**src/rtl/fetch_pkg.sv**
```systemverilog
// Shared types and widths for the fetch/prefetch stage.
package fetch_pkg;

  localparam int unsigned PARCEL_W = 16;
  localparam int unsigned FETCH_W  = 32;

  typedef enum logic [2:0] {
    PC_RESET = 3'd0,
    PC_FIXED = 3'd1,
    PC_IVT   = 3'd2,
    PC_RET   = 3'd3,
    PC_CALL  = 3'd4
  } pc_src_e;

endpackage

```
**src/rtl/fetch_queue.sv**
```systemverilog
// Prefetch FIFO with push/pop/flush; head is read from registered storage and
// forced to zero while empty.
module fetch_queue #(
  parameter int unsigned W     = 65,
  parameter int unsigned DEPTH = 4
) (
  input  logic         clk,
  input  logic         rst,
  input  logic         flush,
  input  logic         push,
  input  logic         pop,
  input  logic [W-1:0] wdata,
  output logic [W-1:0] head,
  output logic         valid,
  output logic         full
);

  localparam int unsigned PTR_W = (DEPTH > 1) ? $clog2(DEPTH) : 1;
  localparam int unsigned CNT_W = PTR_W + 1;

  logic [W-1:0]     r_mem [DEPTH];
  logic [PTR_W-1:0] r_wr_ptr;
  logic [PTR_W-1:0] r_rd_ptr;
  logic [CNT_W-1:0] r_count;
  logic             w_do_push;
  logic             w_do_pop;

  assign valid     = (r_count != '0);
  assign full      = (r_count == CNT_W'(DEPTH));
  assign w_do_pop  = pop && valid;
  assign w_do_push = push && (!full || w_do_pop);
  assign head      = valid ? r_mem[r_rd_ptr] : '0;

  // Pointers and occupancy; reset and flush both empty the queue.
  always_ff @(posedge clk) begin
    if (rst || flush) begin
      r_wr_ptr <= '0;
      r_rd_ptr <= '0;
      r_count  <= '0;
    end else begin
      if (w_do_push) r_wr_ptr <= r_wr_ptr + PTR_W'(1);
      if (w_do_pop)  r_rd_ptr <= r_rd_ptr + PTR_W'(1);
      r_count <= r_count + CNT_W'(w_do_push) - CNT_W'(w_do_pop);
    end
  end

  always_ff @(posedge clk) begin
    if (!rst && !flush && w_do_push) r_mem[r_wr_ptr] <= wdata;
  end

endmodule

```
**src/rtl/fetch_prefetch_unit.sv**
```systemverilog
// Fetch stage: PC register, redirect target mux, 16/32-bit length decode and
// prefetch queue. Optional performance counters under FETCH_PERF_CNT_EN.
module fetch_prefetch_unit
  import fetch_pkg::*;
#(
  parameter int unsigned ADDR_W  = 32,
  parameter int unsigned DEPTH   = 4,
  parameter int unsigned IRQ_W   = 3,
  parameter int unsigned CALL_W  = 16,
  parameter int unsigned LEN_BIT = 15
) (
  input  logic               clk,
  input  logic               rst,
  input  logic [ADDR_W-1:0]  reset_vec,
  input  logic               redir_valid,
  input  logic [2:0]         redir_src,
  input  logic [1:0]         fixed_idx,
  input  logic [ADDR_W-1:0]  ivt_base,
  input  logic [IRQ_W-1:0]   irq_index,
  input  logic [ADDR_W-1:0]  ret_addr,
  input  logic [CALL_W-1:0]  call_target,
  output logic [ADDR_W-1:0]  imem_addr,
  input  logic [FETCH_W-1:0] imem_data,
  output logic               out_valid,
  input  logic               out_ready,
  output logic [FETCH_W-1:0] out_instr,
  output logic [ADDR_W-1:0]  out_pc,
  output logic               out_is32
`ifdef FETCH_PERF_CNT_EN
  ,
  output logic [31:0]        perf_stall_cnt,
  output logic [31:0]        perf_redir_cnt
`endif
);

  localparam int unsigned Q_W = ADDR_W + FETCH_W + 1;

  logic [ADDR_W-1:0]  r_pc;
  logic [ADDR_W-1:0]  w_target;
  logic [ADDR_W-1:0]  w_pc_inc;
  logic [FETCH_W-1:0] w_instr;
  logic [Q_W-1:0]     w_wdata;
  logic [Q_W-1:0]     w_head;
  logic               w_is32;
  logic               w_full;
  logic               w_valid;
  logic               w_pop;
  logic               w_push;

  // Redirect target; unknown selector codes fall back to the reset vector.
  always_comb begin
    w_target = reset_vec;
    case (pc_src_e'(redir_src))
      PC_RESET: w_target = reset_vec;
      PC_FIXED: w_target = ADDR_W'({fixed_idx, 1'b0});
      PC_IVT:   w_target = ivt_base + ADDR_W'(irq_index);
      PC_RET:   w_target = ret_addr;
      PC_CALL:  w_target = ADDR_W'(call_target);
      default:  w_target = reset_vec;
    endcase
  end

  assign w_is32   = imem_data[PARCEL_W + LEN_BIT];
  assign w_instr  = w_is32 ? imem_data : {imem_data[FETCH_W-1:PARCEL_W], PARCEL_W'(0)};
  assign w_pc_inc = w_is32 ? ADDR_W'(4) : ADDR_W'(2);
  assign w_pop    = w_valid && out_ready;
  assign w_push   = (!w_full || w_pop) && !redir_valid;
  assign w_wdata  = {r_pc, w_instr, w_is32};

  always_ff @(posedge clk) begin
    if (rst)              r_pc <= reset_vec;
    else if (redir_valid) r_pc <= w_target;
    else if (w_push)      r_pc <= r_pc + w_pc_inc;
  end

  fetch_queue #(
    .W     (Q_W),
    .DEPTH (DEPTH)
  ) u_queue (
    .clk   (clk),
    .rst   (rst),
    .flush (redir_valid),
    .push  (w_push),
    .pop   (w_pop),
    .wdata (w_wdata),
    .head  (w_head),
    .valid (w_valid),
    .full  (w_full)
  );

  assign imem_addr = r_pc;
  assign out_valid = w_valid;
  assign out_pc    = w_head[Q_W-1 -: ADDR_W];
  assign out_instr = w_head[FETCH_W:1];
  assign out_is32  = w_head[0];

`ifdef FETCH_PERF_CNT_EN
  logic [31:0] r_stall_cnt;
  logic [31:0] r_redir_cnt;

  // Saturating event counters.
  always_ff @(posedge clk) begin
    if (rst) begin
      r_stall_cnt <= '0;
      r_redir_cnt <= '0;
    end else begin
      if (w_full && !w_pop && (r_stall_cnt != '1)) r_stall_cnt <= r_stall_cnt + 32'd1;
      if (redir_valid && (r_redir_cnt != '1))      r_redir_cnt <= r_redir_cnt + 32'd1;
    end
  end

  assign perf_stall_cnt = r_stall_cnt;
  assign perf_redir_cnt = r_redir_cnt;
`endif

endmodule
```
**config.mk**
```make
export PLATFORM = sky130hd
export DESIGN_NAME = fetch_prefetch_unit
export DESIGN_NICKNAME = d
export VERILOG_FILES = /design/src/rtl/fetch_pkg.sv /design/src/rtl/fetch_queue.sv /design/src/rtl/fetch_prefetch_unit.sv
export SDC_FILE = /design/constraint.sdc
export NUM_CORES = 1
export LEC_CHECK = 0
export ABC_CLOCK_PERIOD_IN_PS = 4400
export BUFFER_PORTS_ARGS = -buffer_cell sky130_fd_sc_hd__buf_2
export CAP_MARGIN = 40
export CORE_MARGIN = 2
export CORE_UTILIZATION = 56
export DETAILED_ROUTE_END_ITERATION = 16
export PLACE_DENSITY = 0.84
export SYNTH_ARGS = -nofsm -noshare
export SYNTH_HDL_FRONTEND = slang
export SYNTH_SLANG_ARGS = --single-unit
```
**constraint.sdc**
```tcl
create_clock -name clk -period 4.4 [get_ports clk]
set_clock_uncertainty 0.2 [all_clocks]
set_input_delay 0.88 -clock clk [delete_from_list [all_inputs] [get_ports clk]]
set_output_delay 0.88 -clock clk [all_outputs]
set_load 0.01 [all_outputs]
```
# Word-level counts from Yosys, hierarchy flattened
# Memories as Yosys holds them, arrays and structs flattened. A register that Yosys moved wholly into a read port is not among the register bits.
# Index checks and enable logic that the tools add are counted.
# totals
ff_bits	39
ram_bits	260
output_inout_bits	98
wordCells	41
mem_count	1
# classes
reduce_logical	14
addsub	6
eq_ne	5
mux	11
# memory_table
memory	depth	width	read_ports	rd_clocked_by_memory_dff	write_ports	line	rtl
u_queue.r_mem	4	65	1	1	1	fetch_queue.sv:21	logic [W-1:0] r_mem [DEPTH];
# ops
op	n
$mux 32	4
$pmux 32 s4	1
$mux 65	1
$add 32x3->32	2
$eq 3x2->1 const B	2
$eq 3x3->1 const B	2
$logic_and 1x1->1	6
$reduce_bool 3->1	2
$add 2x1->2 const B	2
$mux 2	2
$add 3x1->3	1
$eq 3x1->1 const B	1
$logic_not 1->1	3
$logic_or 1x1->1	3
$mux 3	1
$sub 3x1->3	1
$mux 1	2

# Depth between registers and ports, before layout
# Gate-level depths: netlist of run 1.
# logic_depth
word_depth	8
depth_mapped	11
ltp_nobuf	9

# Hierarchy
# A second synthesis of run 1 with hierarchy kept.
# hier_totals
hier_cells	937
area_unflattened_um2	14009.7
# modules_own_cells
mod	cells_each	instances	area_per_inst_um2
fetch_queue	459	1	10283.6
fetch_prefetch_unit	478	1	3726.1

# Worst setup path before layout of run 1
# No wires, ideal clock.
# synth_path
path_type	input to register
startpoint	in redir_valid
endpoint	mem u_queue.r_mem[0][10], enable pin
path_stages	6
required_ns	3.771
n_path_buf	2
t_arrival_ns	3.345
slack_ns	0.426
cell_sequence	clkbuf_1 -> nor2_1 -> inv_1 -> clkbuf_1 -> nor2_1 -> and2_1
# synth_between
elab_chain_cells	6
# synth_rtl
element	line	rtl
start, declared	fetch_prefetch_unit.sv:15	input logic redir_valid,
$logic_not 1->1 (*)	fetch_queue.sv:48, fetch_prefetch_unit.sv:67	
$logic_and 1x1->1	fetch_prefetch_unit.sv:67	assign w_push = (!w_full || w_pop) && !redir_valid;
$logic_and 1x1->1	fetch_queue.sv:31	assign w_do_push = push && (!full || w_do_pop);
$logic_and 1x1->1 (*)	fetch_queue.sv:48	if (!rst && !flush && w_do_push) r_mem[r_wr_ptr] <= wdata;
$mux 1 (*)	fetch_queue.sv:48	
$mux 1 (not written as such) (*)	fetch_queue.sv:48	
end, declared	fetch_queue.sv:21	
# Mark *: on every way between the ends. The rest lies on a longest branch, timed or not.

==> results.json, run 1 <==
{
  "status": "complete, no violations",
  "hpwl_um": 25700,
  "place_congestion": 0.971,
  "rsz0062_at_grt": "false",
  "syn_inst": 1006,
  "synthesis.area_um2": 14400,
  "vdd.ir_drop.worst_v": 0.000275,
  "io_buffers": 253,
  "cts_hold_buf": 0,
  "htreeDepth": 1,
  "cts_tree": "done",
  "relSlewSlack": 0.472,
  "drive_above_1_share": 0.334,
  "ant_nets": 0,
  "clock_path_buffers": 3,
  "netlist.area_leader.share": 0.601,
  "num_io_pins": 254,
  "yosysSeqAreaShare": 0.613,
  "crit_required_ps": 3320,
  "grt_use_total": 0.270,
  "fin_hold_ws_ps": 321,
  "yosys_warnings": 0,
  "finalHoldViolCount": 0,
  "drtIter0Drc": 985,
  "yosys_register_bits": 297,
  "wirelength_um": 36600,
  "synth_area_leaders": "edfxtp_1, mux4_2, and2_1, xnor2_1, buf_4",
  "root_buffer": "clkbuf_16",
  "layout_min_cycle_time_ps": 3560,
  "synth_top_area_cell": "edfxtp_1",
  "min_period_over_period": 0.809,
  "fin_util": 0.665,
  "diodes": 0,
  "synth_cell_types": 77,
  "cts.sinks": 297,
  "first_global_vias": 9463,
  "vias_per_cell": 6.04,
  "cp-start-kind": "flop",
  "post_cts_buffers": 0,
  "die_height_um": 164,
  "fill_cells": 1798,
  "synth_nets": 1176,
  "grt_max_degree": 59,
  "dieArea_um2": 27000,
  "setup_viol": 0,
  "cts_resized": 0,
  "worstMarginPinSlew_ps": 789,
  "antenna_found_initial": 1,
  "worstPathMaxFanout": 26,
  "cts-buffers-inserted": 27,
  "worstReg2RegStart": "u_queue.r_count[1]$_SDFF_PP0_",
  "fmax_mhz": 281,
  "max_cap_violations": 0,
  "syn_to_final_growth_pct": 16.3,
  "crit_type": "reg2out",
  "drc": 0,
  "synth_edf_count": 288,
  "hp-start": "u_queue.r_rd_ptr[1]$_SDFFE_PP0P_",
  "final_cell_mix": "edfxtp_1, buf_2, and2_1, mux4_2, nand2_1",
  "layout_commonest_cell": "edfxtp_1",
  "slew_violations": 0,
  "worstSkewPairLatency_ps": 520,
  "post_drt_wl_per_cell_um": 23.2,
  "worstPathArrival_ps": 2480,
  "grt_overflow": 0,
  "register_area_um2": 8840,
  "num_vias": 9514,
  "syn_avg_cell_area_um2": 14.3,
  "coreArea_um2": 25200,
  "multi_input_area_um2": 5020,
  "dieWidth_um": 164,
  "power_leakage_nw": 6.08,
  "fin_setup_tns_ps": 0,
  "fin_nets": 1397,
  "start_util": 0.571,
  "hold_class": "reg2reg",
  "end_kind": "primary output",
  "synth_async_sr_flop_share": 0,
  "ys.flop_type": "edfxtp_1",
  "path_clk_slew_ps": 70,
  "row_count": 58,
  "dr.pass1.iters": 5,
  "power_density_nw_per_um2": 400,
  "grt_pass1_wl_um": 54800
}
## routing by layer
layer,wire length [um],GRT usage
met1,14700,0.364
met2,18300,0.463
met5,12,0
met3,2820,0.0386
met4,822,0.0702
## cell families (layout without fill, tap and decap cells)
kind of cell             after synthesis  after routing  synth area share
AND/OR/NAND/NOR                      317            317             0.126
flip-flops                           297            297             0.613
AO/OA/AOI/OAI                        145            145            0.0694
buffers and inverters                107            347            0.0388
multiplexers                          71             71             0.105
XOR/XNOR                              55             55            0.0340
adder cells (fa/ha/maj)               14             14            0.0137
## synth_stat cells, types with 10 or more instances
| master | n |
|---|---|
| nand3_1 | 23 |
| clkbuf_1 | 35 |
| nor2_1 | 47 |
| buf_4 | 34 |
| ha_1 | 11 |
| nand4_1 | 15 |
| mux4_2 | 64 |
| nand2_1 | 63 |
| o22ai_1 | 10 |
| buf_2 | 11 |
| inv_1 | 21 |
| and2_1 | 92 |
| xnor2_1 | 33 |
| xor2_1 | 21 |
| a221oi_1 | 12 |
| o21ai_0 | 21 |
| a21oi_1 | 30 |
| edfxtp_1 | 288 |
| nor3_1 | 16 |
## power breakdown
part	internal, mW	switching [mW]
sequential	3.25	0.134
combinational	0.422	0.551
clock	1.36	0.969
## cell type report
class / count / area share
clock inverters: 17 / 0.0112
clock buffers: 31 / 0.0413
inverters: 23 / 0.00516
well taps: 330 / 0.0247
flip-flops and latches: 297 / 0.528
multi-input cells: 602 / 0.300
repair buffers: 276 / 0.0901
## worst max-delay path, stage by stage, from the launching register on
cell,delay [ps]
dfxtp_4,710
buf_4,370
mux4_2,540
and2_1,190
buf_2,140
## metrics by stage
step	setup WS, ps	power (mW)	instance area [um2]	cells
finish	840	6.69	16700	1576
global placement	997	4.39	15800	1526
floorplan	426	4.01	14400	1006
global route	654	6.92	16700	1576
detailed placement	930	4.42	15900	1528
CTS	748	6.72	16700	1576
## state kept, by name, indices dropped and copies added (netlist names), named ones only
| name | count |
|---|---|
| u_queue.r_mem | 256 |
| imem_addr | 32 |
| u_queue.r_count | 3 |
| u_queue.r_rd_ptr | 2 |
| u_queue.r_wr_ptr | 2 |
## worst paths after layout
kind / to / slack [ps] / cells past startpoint
max reg2reg: u_queue.r_count[2]$_SDFF_PP0_ / 1400 / 9
min reg2reg: u_queue.r_rd_ptr[1]$_SDFFE_PP0P_ / 320 / 2
max: out_pc[24] / 840 / 4
min: u_queue.r_rd_ptr[1]$_SDFFE_PP0P_ / 320 / 2
No activity file was read; power rests on OpenSTA's default activity.
==> inputs of run 2 (changes only) <==
Settings changed: ABC_CLOCK_PERIOD_IN_PS 4400 to 3650.
Clock period 4.4 ns to 3.65 ns, I/O delays scaled along.
==> run 2 against run 1 <==
  * Cell area is 0.45% higher
  * Final cell count increased by 1.1%
  * Die area unchanged
  * Core utilization grew 0.30 points
  * Sequential share of layout area decreased by 0.24 points
  * Critical path depth is the same
  * Global-route usage is 0.19 points lower
  * Hold slack worse by 100 ps
  * Non-clock buffer count up 15
  * Routed wire length shrank 1.7%
  * First-iteration DRC count shrank 5.8%
  * Largest cell class unchanged
  * Highest routed layer unchanged
==> results.json, run 2 (synthesized netlist as in run 1, its figures left out) <==
{
  "status": "complete, no violations",
  "met2_usage": 0.453,
  "top_usage_layer": "met2",
  "setup_viol": 0,
  "wirelength_um": 36000,
  "worstReg2RegStart": "imem_addr[2]$_DFFE_PP_",
  "hp-start": "imem_data[29]",
  "vdd.ir_drop.worst_v": 0.000396,
  "rsz0062_at_grt": "false",
  "p_seq_frac": 0.515,
  "cts_resized": 0,
  "fin_ws_ps": 333,
  "power_density_nw_per_um2": 471,
  "grt_overflow": 0,
  "cts.sinks": 297,
  "num_vias": 9660,
  "final_cell_mix": "edfxtp_1, buf_2, and2_1, mux4_2, nand2_1",
  "io_buffers": 253,
  "cts_hold_buf": 0,
  "start_util": 0.571,
  "dieArea_um2": 27000,
  "regToRegSetupSlack_ps": 880,
  "finalHoldViolCount": 0,
  "holdPathStages": 1,
  "largest_reg_flops": 256,
  "layout_min_cycle_time_ps": 3320,
  "gr-usage-met3": 0.0381,
  "fmax_mhz": 301,
  "syn_to_final_growth_pct": 16.8,
  "worstPathMaxFanout": 18,
  "die_height_um": 164,
  "vias_per_cell": 6.06,
  "fin_nets": 1413,
  "path_clk_slew_ps": 60,
  "post_drt_wl_per_cell_um": 22.6,
  "coreArea_um2": 25200,
  "worstSkewPairLatency_ps": 530,
  "detailed_place.area_um2": 16000,
  "drc": 0,
  "cts-buffers-inserted": 28,
  "final_cell_area_um2": 16800,
  "pre_cts_ws_ps": 351,
  "place_congestion": 1.01,
  "slew_violations": 0,
  "root_buffer": "clkbuf_16",
  "grt_use_total": 0.268,
  "swShare": 0.248,
  "worstPathArrival_ps": 2390,
  "htreeDepth": 1,
  "total_power_mw": 7.92,
  "relSlewSlack": 0.456,
  "netSwitchingPower_mw": 1.96,
  "intPower_mw": 5.95,
  "cp-start-kind": "flop",
  "min_period_over_period": 0.909,
  "hold_class": "in2reg",
  "ant_nets": 0,
  "post_cts_buffers": 0,
  "clock_path_buffers": 3,
  "worstMarginPinSlew_ps": 810,
  "crit_type": "reg2out",
  "fin_util": 0.668,
  "regMostFlops": "u_queue.r_mem",
  "drtIter0Drc": 928,
  "grt_max_degree": 66,
  "r2r_cells": 7,
  "layout_commonest_cell": "edfxtp_1",
  "fin_setup_tns_ps": 0,
  "dieWidth_um": 164,
  "power_leakage_nw": 6.13,
  "row_count": 58,
  "p_clk_frac": 0.337,
  "crit_required_ps": 2720,
  "r2r_end": "imem_addr[26]$_DFFE_PP_",
  "num_io_pins": 254,
  "cts_tree": "done",
  "end_kind": "primary output",
  "hpwl_um": 25800,
  "dr.pass1.iters": 5,
  "antenna_found_initial": 2,
  "grt_pass1_wl_um": 54400,
  "hold_path_end": "u_queue.r_mem[2][30]$_DFFE_PP_",
  "drive_above_1_share": 0.340,
  "first_global_vias": 9466,
  "use_met1": 0.368,
  "combPwrFrac": 0.149,
  "max_cap_violations": 0
}
## run 2: final cells by class
class                      count  area [um2]
timing repair buffer         291        1610
inverter                      23        86.3
multi-input combinational    602        5020
antenna                        1        2.50
sequential                   297        8840
clock inverter                15         101
tap                          330         413
clock buffer                  34         744
fill                        1791        8370
## run 2: metrics by stage
stage	hold slack, ps	std cells
floorplan	283	1006
CTS	202	1592
global placement	303	1543
global route	197	1593
finish	219	1593
detailed placement	313	1543
## run 2: routing by layer
metal	vias up	part of all wire	wire length [um]
met5	-	0.00036	13
met4	2	0.025	913
met3	64	0.090	3250
met2	556	0.49	17600
met1	4703	0.40	14300
li1	4335	-	-
## run 2: worst max path at each step
stage / slack (ps) / end / startpoint
floorplan: 530 / u_queue.r_mem[0][10]$_DFFE_PP_ / redir_valid
global placement: 410 / imem_addr[26]$_DFFE_PP_ / ivt_base[0]
detailed placement: 350 / imem_addr[26]$_DFFE_PP_ / ivt_base[0]
CTS: 270 / out_pc[6] / flop
global route: 200 / out_pc[11] / flop
finish: 330 / out_instr[0] / flop
## run 2: power groups by stage
stage	clock network [mW]	registers [mW]	logic, mW
floorplan	0	4.08	0.747
global placement	0	4.13	1.16
detailed placement	0	4.15	1.18
CTS	2.71	4.07	1.18
global route	2.84	4.10	1.28
finish	2.66	4.07	1.18
## run 2: critical path, stage by stage, from the launching register on
cell and delay [ps]:
dfxtp_4 600, buf_4 370, mux4_2 580, and2_1 170, buf_2 130
==> inputs of run 3 (changes only) <==
Settings changed: PLACE_DENSITY 0.84 to 0.8.
==> run 3 against run 2 <==
  * Largest power group unchanged
  * Via count down 0.84%
  * Sequential cell count unchanged
  * Hold slack is essentially flat
  * Register-to-register slack got worse by 20 ps
  * Maximum frequency about the same
  * Sequential power hardly changed
  * Die area stayed put
  * First-iteration DRC count shrank 7.7%
  * Clock power grew 21%
==> results.json, run 3 (synthesized netlist as in run 1, its figures left out) <==
{
  "gr-usage-met3": 0.0409,
  "die_height_um": 164,
  "hpwl_um": 25500,
  "layout.cells.non_filler": 1594,
  "grt_max_degree": 66,
  "met2_usage": 0.466,
  "total_power_mw": 8.49,
  "first_global_vias": 9672,
  "root_buffer": "clkbuf_16",
  "setup_viol": 0,
  "path_cells": "buf_12 -> mux4_2 -> and2_1 -> buf_2",
  "syn_to_final_growth_pct": 18.4,
  "cts_resized": 0,
  "grt_use_total": 0.270,
  "largest_reg_flops": 256,
  "fill_cells": 1798,
  "p_clk_frac": 0.379,
  "dr.pass1.iters": 5,
  "intPower_mw": 6.46,
  "fin_nets": 1410,
  "power_leakage_nw": 6.21,
  "cts_hold_buf": 0,
  "grt_overflow": 0,
  "vdd.ir_drop.worst_v": 0.000406,
  "fin_util": 0.677,
  "ant_nets": 0,
  "finalHoldViolCount": 0,
  "rsz0062_at_grt": "false",
  "drive_above_1_share": 0.343,
  "grt_pass1_wl_um": 55000,
  "worstPathMaxFanout": 23,
  "antenna_found_initial": 2,
  "worstPathArrival_ps": 2390,
  "status": "complete, no violations",
  "row_count": 58,
  "crit_type": "reg2out",
  "end_kind": "primary output",
  "crit_slowest_cell": "dfxtp_4",
  "worstMarginPinSlew_ps": 859,
  "start_util": 0.571,
  "dpl.cell_count": 1539,
  "worstSkewPairLatency_ps": 520,
  "place_congestion": 0.994,
  "multi_input_area_um2": 5020,
  "netSwitchingPower_mw": 2.03,
  "wirelength_um": 36400,
  "htreeDepth": 1,
  "drtIter0Drc": 857,
  "cts_tree": "done",
  "path_clk_slew_ps": 70,
  "clock_path_buffers": 3,
  "crit_required_ps": 2720,
  "fin_ws_ps": 332,
  "pre_cts_ws_ps": 334,
  "use_met1": 0.360,
  "detailed_place.area_um2": 16000,
  "fmax_mhz": 301,
  "power_density_nw_per_um2": 498,
  "register_area_um2": 8840,
  "layout_commonest_cell": "edfxtp_1",
  "dieWidth_um": 164,
  "num_io_pins": 254,
  "swShare": 0.239,
  "cts.sinks": 297,
  "cts-buffers-inserted": 29,
  "num_vias": 9579,
  "layout_min_cycle_time_ps": 3320,
  "post_drt_wl_per_cell_um": 22.8,
  "min_period_over_period": 0.909,
  "hold_class": "in2reg",
  "regMostFlops": "u_queue.r_mem",
  "top_usage_layer": "met2",
  "fin_hold_ws_ps": 219,
  "slew_violations": 0,
  "combPwrFrac": 0.140,
  "vias_per_cell": 6.01,
  "final_cell_area_um2": 17000,
  "p_seq_frac": 0.481,
  "final_cell_mix": "edfxtp_1, buf_2, and2_1, mux4_2, nand2_1",
  "coreArea_um2": 25200,
  "relSlewSlack": 0.423,
  "worst_path_largest_cell_delay_ps": 690,
  "dieArea_um2": 27000,
  "fin_setup_tns_ps": 0,
  "io_buffers": 253,
  "drc": 0,
  "cp-start-kind": "flop",
  "max_cap_violations": 0,
  "post_cts_buffers": 0
}
==> run 3: worst paths after layout <==
kind,to,slack [ps],cells after the start,from
setup / recovery,out_instr[31],330,4,flop
hold / removal,u_queue.r_mem[3][27]$_DFFE_PP_,220,1,imem_data[26]
setup reg to reg,imem_addr[25]$_DFFE_PP_,860,6,imem_addr[9]$_DFFE_PP_
hold reg to reg,flop,330,2,u_queue.r_rd_ptr[0]$_SDFFE_PP0P_
==> run 3: layer usage <==
| layer | wire (um) | vias up | part of all wire |
|---|---|---|---|
| li1 | - | 4331 | - |
| met1 | 14400 | 4682 | 0.40 |
| met2 | 18200 | 495 | 0.50 |
| met3 | 2950 | 69 | 0.081 |
| met4 | 890 | 2 | 0.024 |
| met5 | 13 | - | 0.00036 |
==> run 3: worst max-delay path, delay by kind of cell (launching register included) <==
family,cells,cell delay (ps)
DFF,1,690
muxes,1,560
buffers and inverters,2,400
and+or+nand+nor,1,200
==> run 3: final cells by class <==
class                   count  area share
diodes                      2    0.000294
clock buffers              31      0.0430
clock inverters            22      0.0185
inverters                  23     0.00507
multi-input cells         602       0.294
flip-flops and latches    297       0.519
well taps                 330      0.0242
repair buffers            287      0.0959
==> run 3: power by group through the flow <==
stage	combinational, mW	clock [mW]	sequential, mW
2_1_floorplan	0.747	0	4.08
3_3_place_gp	1.17	0	4.14
3_5_place_dp	1.19	0	4.15
4_1_cts	1.20	3.27	4.08
5_1_grt	1.29	3.40	4.10
6_report	1.19	3.22	4.08
